==> config.mk <==
export PLATFORM = sky130hd
export DESIGN_NAME = ft245_fifo_ctrl_flat
export DESIGN_NICKNAME = d
export VERILOG_FILES = /design/src/rtl/ft245_fifo_ctrl_if.sv /design/src/rtl/ft245_fifo_ctrl.sv /design/src/flat_wrapper.sv
export SDC_FILE = /design/constraint.sdc
export NUM_CORES = 1
export LEC_CHECK = 0
export BUFFER_PORTS_ARGS = -buffer_cell sky130_fd_sc_hd__clkbuf_2
export CAP_MARGIN = 20
export CORE_MARGIN = 2
export CORE_UTILIZATION = 55
export CTS_CLUSTER_SIZE = 28
export DETAILED_ROUTE_END_ITERATION = 12
export PLACE_DENSITY = 0.86
export SETUP_SLACK_MARGIN = 0.1
export SLEW_MARGIN = 30
export SYNTH_ARGS = -nofsm -noshare
export SYNTH_HDL_FRONTEND = slang
export SYNTH_SLANG_ARGS = --single-unit
==> constraint.sdc <==
create_clock -name clk -period 4.3 [get_ports clk]
set_input_delay 0.86 -clock clk [delete_from_list [all_inputs] [get_ports clk]]
set_output_delay 0.86 -clock clk [all_outputs]
set_load 0.01 [all_outputs]
==> src/rtl/ft245_fifo_ctrl_if.sv <==
// Bundle of SoC stream handshakes and FT245 FIFO bus signals.
// master is the controller view, slave is the SoC/pad view.
interface ft245_fifo_ctrl_if;
  logic [7:0] tx_data;
  logic       tx_valid;
  logic       tx_ready;
  logic [7:0] rx_data;
  logic       rx_valid;
  logic       rx_ready;
  logic [7:0] uart_rdata;
  logic [7:0] uart_wdata;
  logic       uart_txe;
  logic       uart_rxf;
  logic       uart_wr;
  logic       uart_rd;

  modport master (
    input  tx_data,
    input  tx_valid,
    output tx_ready,
    output rx_data,
    output rx_valid,
    input  rx_ready,
    input  uart_rdata,
    output uart_wdata,
    input  uart_txe,
    input  uart_rxf,
    output uart_wr,
    output uart_rd
  );

  modport slave (
    output tx_data,
    output tx_valid,
    input  tx_ready,
    input  rx_data,
    input  rx_valid,
    output rx_ready,
    output uart_rdata,
    input  uart_wdata,
    output uart_txe,
    output uart_rxf,
    input  uart_wr,
    input  uart_rd
  );
endinterface

==> src/rtl/ft245_fifo_ctrl.sv <==
// FT245 parallel FIFO sequencer: round-robin TX/RX arbitration,
// timed read/write strobes and post-strobe recovery.
module ft245_fifo_ctrl #(
  parameter int unsigned RD_CYCLES  = 4,
  parameter int unsigned WR_CYCLES  = 4,
  parameter int unsigned REC_CYCLES = 4
) (
  input  logic                clk,
  input  logic                rst_n,
  ft245_fifo_ctrl_if.master   bus,
  output logic                busy
);

  typedef enum logic [1:0] {
    IDLE    = 2'd0,
    READ    = 2'd1,
    WRITE   = 2'd2,
    RECOVER = 2'd3
  } state_t;

  localparam logic [7:0] RD_LOAD  = 8'(RD_CYCLES - 1);
  localparam logic [7:0] WR_LOAD  = 8'(WR_CYCLES - 1);
  localparam logic [7:0] REC_LOAD = 8'(REC_CYCLES - 1);

  state_t     state_q;
  state_t     state_d;
  logic [7:0] cnt_q;
  logic [7:0] cnt_d;
  logic       last_rx_q;
  logic       last_rx_d;
  logic       rx_ok;
  logic       tx_ok;
  logic       grant_rx;
  logic       grant_tx;
  logic       rd_done;
  logic       rd_q;
  logic       wr_q;
  logic       rx_valid_q;
  logic [7:0] rx_data_q;
  logic [7:0] wdata_q;

  assign rx_ok   = !bus.uart_rxf && !rx_valid_q;
  assign tx_ok   = bus.tx_valid && !bus.uart_txe;
  assign rd_done = (state_q == READ) && (cnt_q == 8'd0);

  // last_rx_q=0 means TX held the last grant, so a reset
  // leaves the first contested grant to RX.
  always_comb begin
    state_d   = state_q;
    cnt_d     = cnt_q;
    last_rx_d = last_rx_q;
    grant_rx  = 1'b0;
    grant_tx  = 1'b0;
    unique case (state_q)
      IDLE: begin
        grant_rx = rx_ok && (!tx_ok || !last_rx_q);
        grant_tx = tx_ok && !grant_rx;
        if (grant_rx) begin
          state_d   = READ;
          cnt_d     = RD_LOAD;
          last_rx_d = 1'b1;
        end else if (grant_tx) begin
          state_d   = WRITE;
          cnt_d     = WR_LOAD;
          last_rx_d = 1'b0;
        end
      end
      READ, WRITE: begin
        if (cnt_q == 8'd0) begin
          state_d = RECOVER;
          cnt_d   = REC_LOAD;
        end else begin
          cnt_d = cnt_q - 8'd1;
        end
      end
      RECOVER: begin
        if (cnt_q == 8'd0) begin
          state_d = IDLE;
        end else begin
          cnt_d = cnt_q - 8'd1;
        end
      end
    endcase
  end

  always_ff @(posedge clk or negedge rst_n) begin
    if (!rst_n) begin
      state_q   <= IDLE;
      cnt_q     <= 8'd0;
      last_rx_q <= 1'b0;
      rd_q      <= 1'b0;
      wr_q      <= 1'b0;
    end else begin
      state_q   <= state_d;
      cnt_q     <= cnt_d;
      last_rx_q <= last_rx_d;
      rd_q      <= (state_d == READ);
      wr_q      <= (state_d == WRITE);
    end
  end

  always_ff @(posedge clk or negedge rst_n) begin
    if (!rst_n) begin
      wdata_q <= 8'd0;
    end else if (grant_tx) begin
      wdata_q <= bus.tx_data;
    end
  end

  // A completing read only happens while rx_valid is low,
  // so the set and clear never collide.
  always_ff @(posedge clk or negedge rst_n) begin
    if (!rst_n) begin
      rx_valid_q <= 1'b0;
      rx_data_q  <= 8'd0;
    end else if (rd_done) begin
      rx_valid_q <= 1'b1;
      rx_data_q  <= bus.uart_rdata;
    end else if (rx_valid_q && bus.rx_ready) begin
      rx_valid_q <= 1'b0;
    end
  end

  assign bus.tx_ready   = grant_tx;
  assign bus.rx_valid   = rx_valid_q;
  assign bus.rx_data    = rx_data_q;
  assign bus.uart_wdata = wdata_q;
  assign bus.uart_rd    = rd_q;
  assign bus.uart_wr    = wr_q;
  assign busy           = (state_q != IDLE);

endmodule
==> src/flat_wrapper.sv <==
// flat-port wrapper written by rule: the top's interface ports become plain ports
module ft245_fifo_ctrl_flat 
#(
  parameter int unsigned RD_CYCLES  = 4,
  parameter int unsigned WR_CYCLES  = 4,
  parameter int unsigned REC_CYCLES = 4
)
  (clk, rst_n, busy, bus_tx_data, bus_tx_valid, bus_tx_ready, bus_rx_data, bus_rx_valid, bus_rx_ready, bus_uart_rdata, bus_uart_wdata, bus_uart_txe, bus_uart_rxf, bus_uart_wr, bus_uart_rd);
  ft245_fifo_ctrl_if bus_i ();
  input  logic clk;
  input  logic rst_n;
  output logic busy;
  input wire logic [$bits(bus_i.tx_data)-1:0] bus_tx_data;
  input wire logic [$bits(bus_i.tx_valid)-1:0] bus_tx_valid;
  output wire logic [$bits(bus_i.tx_ready)-1:0] bus_tx_ready;
  output wire logic [$bits(bus_i.rx_data)-1:0] bus_rx_data;
  output wire logic [$bits(bus_i.rx_valid)-1:0] bus_rx_valid;
  input wire logic [$bits(bus_i.rx_ready)-1:0] bus_rx_ready;
  input wire logic [$bits(bus_i.uart_rdata)-1:0] bus_uart_rdata;
  output wire logic [$bits(bus_i.uart_wdata)-1:0] bus_uart_wdata;
  input wire logic [$bits(bus_i.uart_txe)-1:0] bus_uart_txe;
  input wire logic [$bits(bus_i.uart_rxf)-1:0] bus_uart_rxf;
  output wire logic [$bits(bus_i.uart_wr)-1:0] bus_uart_wr;
  output wire logic [$bits(bus_i.uart_rd)-1:0] bus_uart_rd;
  assign bus_i.tx_data = bus_tx_data;
  assign bus_i.tx_valid = bus_tx_valid;
  assign bus_tx_ready = bus_i.tx_ready;
  assign bus_rx_data = bus_i.rx_data;
  assign bus_rx_valid = bus_i.rx_valid;
  assign bus_i.rx_ready = bus_rx_ready;
  assign bus_i.uart_rdata = bus_uart_rdata;
  assign bus_uart_wdata = bus_i.uart_wdata;
  assign bus_i.uart_txe = bus_uart_txe;
  assign bus_i.uart_rxf = bus_uart_rxf;
  assign bus_uart_wr = bus_i.uart_wr;
  assign bus_uart_rd = bus_i.uart_rd;
  ft245_fifo_ctrl #(.RD_CYCLES(RD_CYCLES), .WR_CYCLES(WR_CYCLES), .REC_CYCLES(REC_CYCLES)) u_core (.clk(clk), .rst_n(rst_n), .bus(bus_i), .busy(busy));
endmodule
Word level (Yosys, flattened, before mapping). Cells that the tools add are included.

Flip-flop bits (word level): 30. Bits of input ports: 22. Logic and storage cells: 52.

Equality and inequality tests: 7. Reduce and logical (&&, ||, !) cells: 21. Add/sub/neg operators: 1. Multiplexer cells: 15.

Operators by type and width (number): $mux W8 (4); $pmux W8 S3 (1); $logic_not A8 Y1 (1); $mux W2 (4); $sub A8 B1 Y8 const B (1); $eq A2 B2 Y1 const B (3); $logic_and A1 B1 Y1 (6); $logic_not A1 Y1 (6); $pmux W2 S3 (1); $reduce_bool A2 Y1 (3); $mux W1 (5); $eq A2 B1 Y1 const B (2); $reduce_and A2 Y1 (2); $ne A3 B1 Y1 const B (1); $logic_not A2 Y1 (1); $ne A2 B2 Y1 const B (1); $reduce_or A2 Y1 (1); $logic_or A1 B1 Y1 (1).

Depth between registers and ports, before layout. Gate-level depths: netlist of run 1.

Depth in word-level cells: 11. Mapped depth: 7. Gate-level depth less buffers: 6.

Worst setup path before layout of run 1. No wires, ideal clock.

Path kind: in2out. Start: in bus_tx_valid. End: out bus_tx_ready. Arrival: 1.501 ns. Required time: 3.440 ns. Path slack: 1.939 ns. Stages on the path: 3. Path buffers: 0. Path through: nor2b_1 > nand2_1 > nor2_2.

Longest elaborated chain between the ends: 7.

RTL lines: start, declared (line flat_wrapper.sv:14) `input wire logic [$bits(bus_i.tx_valid)-1:0] bus_tx_valid;`; $logic_and A1 B1 Y1 * (line ft245_fifo_ctrl.sv:43) `assign tx_ok = bus.tx_valid && !bus.uart_txe;`; $logic_not A1 Y1 (line ft245_fifo_ctrl.sv:56) `grant_rx = rx_ok && (!tx_ok || !last_rx_q);`; $logic_or A1 B1 Y1 (line ft245_fifo_ctrl.sv:56); $logic_and A1 B1 Y1 (line ft245_fifo_ctrl.sv:56); $logic_not A1 Y1 (line ft245_fifo_ctrl.sv:57) `grant_tx = tx_ok && !grant_rx;`; $logic_and A1 B1 Y1 * (line ft245_fifo_ctrl.sv:57); $mux W1 * (line ft245_fifo_ctrl.sv:54) `unique case (state_q)`; end, declared (line flat_wrapper.sv:15) `output wire logic [$bits(bus_i.tx_ready)-1:0] bus_tx_ready;`.

Mark *: on every way between the ends. The rest lies on a longest branch, timed or not.

Worst setup path after layout of run 1. Ends and elaborated chain as after synthesis.

==> flow_summary.ini, run 1 <==
[outcome]
status = complete, no violations

[synth]
syn_inst = 131
syn_nets = 159
synth_top_area_share_pct = 49.4
netlist.top_cell.by_area = dfrtp_1
synthTopCellsByArea = dfrtp_1, mux2_2, ha_1, o31ai_1, a22oi_1
syn-cell-area_mm2 = 0.00152
avgSynthCellArea_um2 = 11.6
async_flop_share_pct = 100
ys_warn_count = 0
synth_seq_cells = 30
seq_area_frac_synth_pct = 49.4
synth_cell_types = 34
synthFlopType = dfrtp_1
synth-edff-count = 0

[global_routing]
antenna_found_initial = 0
grt_max_degree = 31
grt_overflow_total = 0
grt_use_total_pct = 22.3
grt_pass1_vias = 1255
grt_pass1_wl_mm = 5.44

[place]
place_inst = 201
gp_congestion = 0.881
placed_area_mm2 = 0.00174
detailed_place_hpwl_mm = 2.39
io_buffers = 42

[detailed_routing]
routed_wire_length_per_instance_um = 15.0
num_vias = 1218
drt-initial-drc-count = 17
wirelength_mm = 3.14
vias_per_cell = 5.83
drc_errors = 0
drtAntennaViolNets = 0
first_pass_iters = 4

[sta]
finalSetupViolCount = 0
tns_ns = 0
slew_headroom_pct = 51.2
fmax_ghz = 0.356
slew_violations = 0
final-hold-violation-count = 0
clock_skew_ns = 0.00437
period_needed_ns = 2.81
fin_crit_sh_pct = 65.3
tightest_slew_ns = 0.731
rsz0062_at_grt = false

[die]
chipWidth_um = 56.6
die-height_um = 56.6
initial_core_util_pct = 56.5
num_io_pins = 43
placementRows = 19
die_area_mm2 = 0.00320
coreArea_mm2 = 0.00269

[cts]
cts_tree = built
root_buffer = clkbuf_4
cts_inserted_buffers = 5
postCtsResizedCells = 0
cts_num_sinks = 30
insertion_delay_ns = 0.33
hold_buffers = 0
htree_levels = 2
clkTransAtPathRegs_ns = 0.10
cts_setup_buffers = 0
clockBufferDepth = 2

[final_layout]
seqCellArea_um2 = 751
drive_gt1_share_pct = 42.1
n_fill_cell = 199
design_area_mm2 = 0.00181
antenna_cells = 0
layout.cells.non_filler = 209
multi_input_area_um2 = 721
area_growth_pct = 19.2
finalNetCount = 205

[hold_path]
min_to = u_core.last_rx_q
hp-start = u_core.last_rx_q
hp-class = flop to flop
hold_depth = 1

[job]
drv_cap = 0

[setup_path]
cpMaxStageDelayCell = nor2_2
path_cells = clkbuf_2, nor2b_1, nand2_1, nor2_2, clkbuf_2
reg2reg_from = u_core.cnt_q[0]
r2r_end = u_core.cnt_q[3]
reg2reg_setup_slack_ns = 2.25
required_ns = 3.44
reg2reg_depth = 6
worstSetupStartpointType = input port
slowest_delay_ns = 0.35
crit_type = input port to output pin
cp_max_fo = 9
end_kind = output pin
arrival_ns = 1.95
cp_common_cell = clkbuf_2

[pwr]
power_leakage_nw = 0.867
power.density_mw_per_mm2 = 742
ir_drop_v = 0.000562
-- per-stage QoR --
stage                     util, %  hold slack [ns]  worst slack [ns]  power (mW)
final                        67.4            0.509              1.49        1.34
after CTS                    67.2            0.506              1.53        1.35
after detailed placement     64.8            0.482              1.54        1.16
after global placement       64.8            0.481              1.61        1.12
after floorplan                 -            0.452              1.94       0.958
after global routing         67.4            0.523              1.35        1.45
-- routing by layer --
layer	global-route usage [%]	wire length (um)
met3	6.45	153
met4	8.84	65
met2	37.7	1640
met5	0	0
met1	26.5	1290
-- cell type report --
cell class	instances	area share, %
Clock inverter	2	0.691
Inverter	7	1.45
Tap cell	31	2.14
Multi-Input combinational cell	91	39.8
Clock buffer	6	2.83
Sequential cell	30	41.5
Timing Repair Buffer	42	11.6
-- flip-flops by register name (all words and copies together), names as in the netlist --
name and count:
u_core.bus.rx_data 8, u_core.bus.rx_valid 1, u_core.bus.uart_rd 1, u_core.bus.uart_wdata 8, u_core.bus.uart_wr 1, u_core.cnt_q 8, u_core.last_rx_q 1, u_core.state_q 2
-- critical path, delay by kind of cell --
kind / cells / cell delay, ns
AND/OR/NAND/NOR: 3 / 0.80
buffers and inverters: 2 / 0.29
-- worst max-delay path by stage --
stage | end | cells after the start | startpoint
2_1_floorplan | bus_tx_ready | 3 | bus_tx_valid
3_3_place_gp | bus_tx_ready | 5 | bus_tx_valid
3_5_place_dp | bus_tx_ready | 5 | bus_tx_valid
4_1_cts | bus_tx_ready | 5 | bus_tx_valid
5_1_grt | bus_tx_ready | 5 | bus_tx_valid
6_report | bus_tx_ready | 5 | bus_tx_valid
-- layout by cell type (no fill, tap or decap), types with 3 or more instances in the layout --
cell type | Yosys | final
nand2b_1 | 3 | 3
clkbuf_4 | 0 | 5
or4_1 | 4 | 4
o31ai_1 | 8 | 8
dfrtp_1 | 30 | 30
a22oi_1 | 5 | 5
inv_1 | 7 | 7
o41ai_1 | 3 | 3
mux2_2 | 16 | 16
ha_1 | 6 | 6
clkbuf_2 | 0 | 42
a21oi_1 | 5 | 5
o21ai_0 | 5 | 5
nand2_1 | 7 | 7
nor2_1 | 7 | 7
-- logic make-up (layout without fill, tap and decap cells) --
family	count (synthesis)	count (layout)	share of synthesized area (%)
simple gates	37	37	15.2
compound gates	32	32	15.2
flops	30	30	49.4
mux	16	16	11.9
buf+inv	10	57	3.46
fa+ha+maj	6	6	4.94
-- synthesized netlist by cell type, types with 2 or more instances --
cell type,count
nand2b_1,3
inv_1,7
o31ai_1,8
nand2_1,7
o32a_1,2
a22oi_1,5
ha_1,6
a21oi_1,5
nor2_1,7
o21ai_0,5
mux2_2,16
or4_1,4
buf_6,2
nor3_1,3
dfrtp_1,30
o41ai_1,3
-- power by group --
part	leakage, nW	switching [mW]	total, mW	internal (mW)
sequential	0.369	0.102	0.517	0.415
clock	0.0343	0.0995	0.178	0.0785
combinational	0.463	0.356	0.649	0.293
No activity file was read; power rests on OpenSTA's default activity.
==> run 2, diff against run 1 <==
CORE_UTILIZATION = 46   (was 55)
PLACE_DENSITY = 0.77   (was 0.86)
clock period = 2.3 ns   (was 4.3 ns; I/O delays follow)
==> flow_summary.ini, run 2 (synthesis results as in run 1) <==
[cts]
htree_levels = 2
clkTransAtPathRegs_ns = 0.09
cts_inserted_buffers = 5
root_buffer = clkbuf_4
clockBufferDepth = 2
cts_num_sinks = 30
cts_setup_buffers = 0
insertion_delay_ns = 0.31
cts_tree = built

[sta]
slew_violations = 0
fin_crit_sh_pct = 83.1
clock_skew_ns = 0.00633
tns_ns = 0
period_needed_ns = 1.91
slew_headroom_pct = 51.6
final-hold-violation-count = 0
fmax_ghz = 0.523
finalSetupViolCount = 0
tightest_slew_ns = 0.725
rsz0062_at_grt = false
hold_ws_ns = 0.184

[setup_path]
arrival_ns = 1.45
required_ns = 1.84
worstSetupStartpointType = flop
end_kind = output pin
crit_type = flop to output pin
cp_max_fo = 6

[global_routing]
antenna_found_initial = 0
grt_overflow_total = 0
grt_use_total_pct = 18.6
grt_max_degree = 31
grt_pass1_vias = 1193
grt_pass1_wl_mm = 5.03

[final_layout]
final_common_cell = clkbuf_2
antenna_cells = 0
utilization_pct = 59.9
finalNetCount = 207
drive_gt1_share_pct = 42.8
layout_common_cells = clkbuf_2, dfrtp_1, mux2_2
area_growth_pct = 22.3

[detailed_routing]
drtAntennaViolNets = 0
wirelength_mm = 3.01
drc_errors = 0
drt-initial-drc-count = 86
first_pass_iters = 4
vias_per_cell = 5.30
routed_wire_length_per_instance_um = 13.4
num_vias = 1188

[die]
die-height_um = 61.5
num_io_pins = 43
coreArea_mm2 = 0.00310
placementRows = 20
initial_core_util_pct = 49.0
die_area_mm2 = 0.00378
chipWidth_um = 61.5

[hold_path]
hp-class = input port to asynchronous set/reset pin

[pwr]
power_leakage_nw = 0.888
power.density_mw_per_mm2 = 1380
ir_drop_v = 0.000689

[place]
io_buffers = 42
detailed_place_hpwl_mm = 2.37
gp_congestion = 0.829

[outcome]
status = complete, no violations

[job]
drv_cap = 0
==> run 2: cell type report <==
| cell class | count | area (um2) |
|---|---|---|
| Tap cell | 44 | 55.1 |
| Clock buffer | 8 | 78.8 |
| Inverter | 7 | 26.3 |
| Sequential cell | 30 | 751 |
| Fill cell | 264 | 1240 |
| Multi-Input combinational cell | 91 | 722 |
| Timing Repair Buffer | 44 | 225 |
==> run 2: final timing paths <==
kind | endpoint | slack [ns] | cells past startpoint | start
worst max-delay path | bus_tx_ready | 0.39 | 3 | u_core.bus.rx_valid
worst min-delay path | u_core.cnt_q[3] | 0.18 | 1 | rst_n
worst max register to register | u_core.cnt_q[6] | 0.40 | 7 | u_core.state_q[0]
worst min register to register | u_core.last_rx_q | 0.49 | 1 | u_core.last_rx_q
max in group asynchronous | u_core.bus.uart_rd | 1.65 | 1 | rst_n
min in group clk | u_core.bus.rx_valid | 0.32 | 2 | bus_rx_ready
==> run 2: per-layer routing <==
metal	vias to the layer above	GRT usage, %	routed length (um)
met3	2	8.19	178
li1	584	-	-
met2	34	31.6	1540
met1	568	20.9	1280
met5	-	0	0
met4	0	6.69	8
==> run 2: timing repair <==
item | CTS | global route
hold buffers | 0 | 0
endpoints found under the hold margin | 0 | 0
resized for setup | 0 | 1
endpoints found under the setup margin | 0 | 1
==> run 2: per-stage QoR <==
stage | total power, mW | area (um2) | std cells | setup slack [ns]
final | 2.56 | 1860 | 224 | 0.389
after global routing | 2.78 | 1860 | 224 | 0.190
after floorplan | 1.79 | 1520 | 131 | 0.553
after CTS | 2.57 | 1850 | 224 | 0.319
after detailed placement | 2.19 | 1770 | 216 | 0.343
after global placement | 2.11 | 1770 | 216 | 0.486
==> run 2: critical path: stages (launching register included) <==
cell and delay [ns]:
dfrtp_1 0.43, nor3_1 0.47, nor2_2 0.10, clkbuf_2 0.15
==> run 2: power by group <==
group	internal [mW]	switching, mW	total [mW]
Combinational	0.562	0.659	1.22
Sequential	0.776	0.189	0.964
Clock	0.209	0.170	0.379
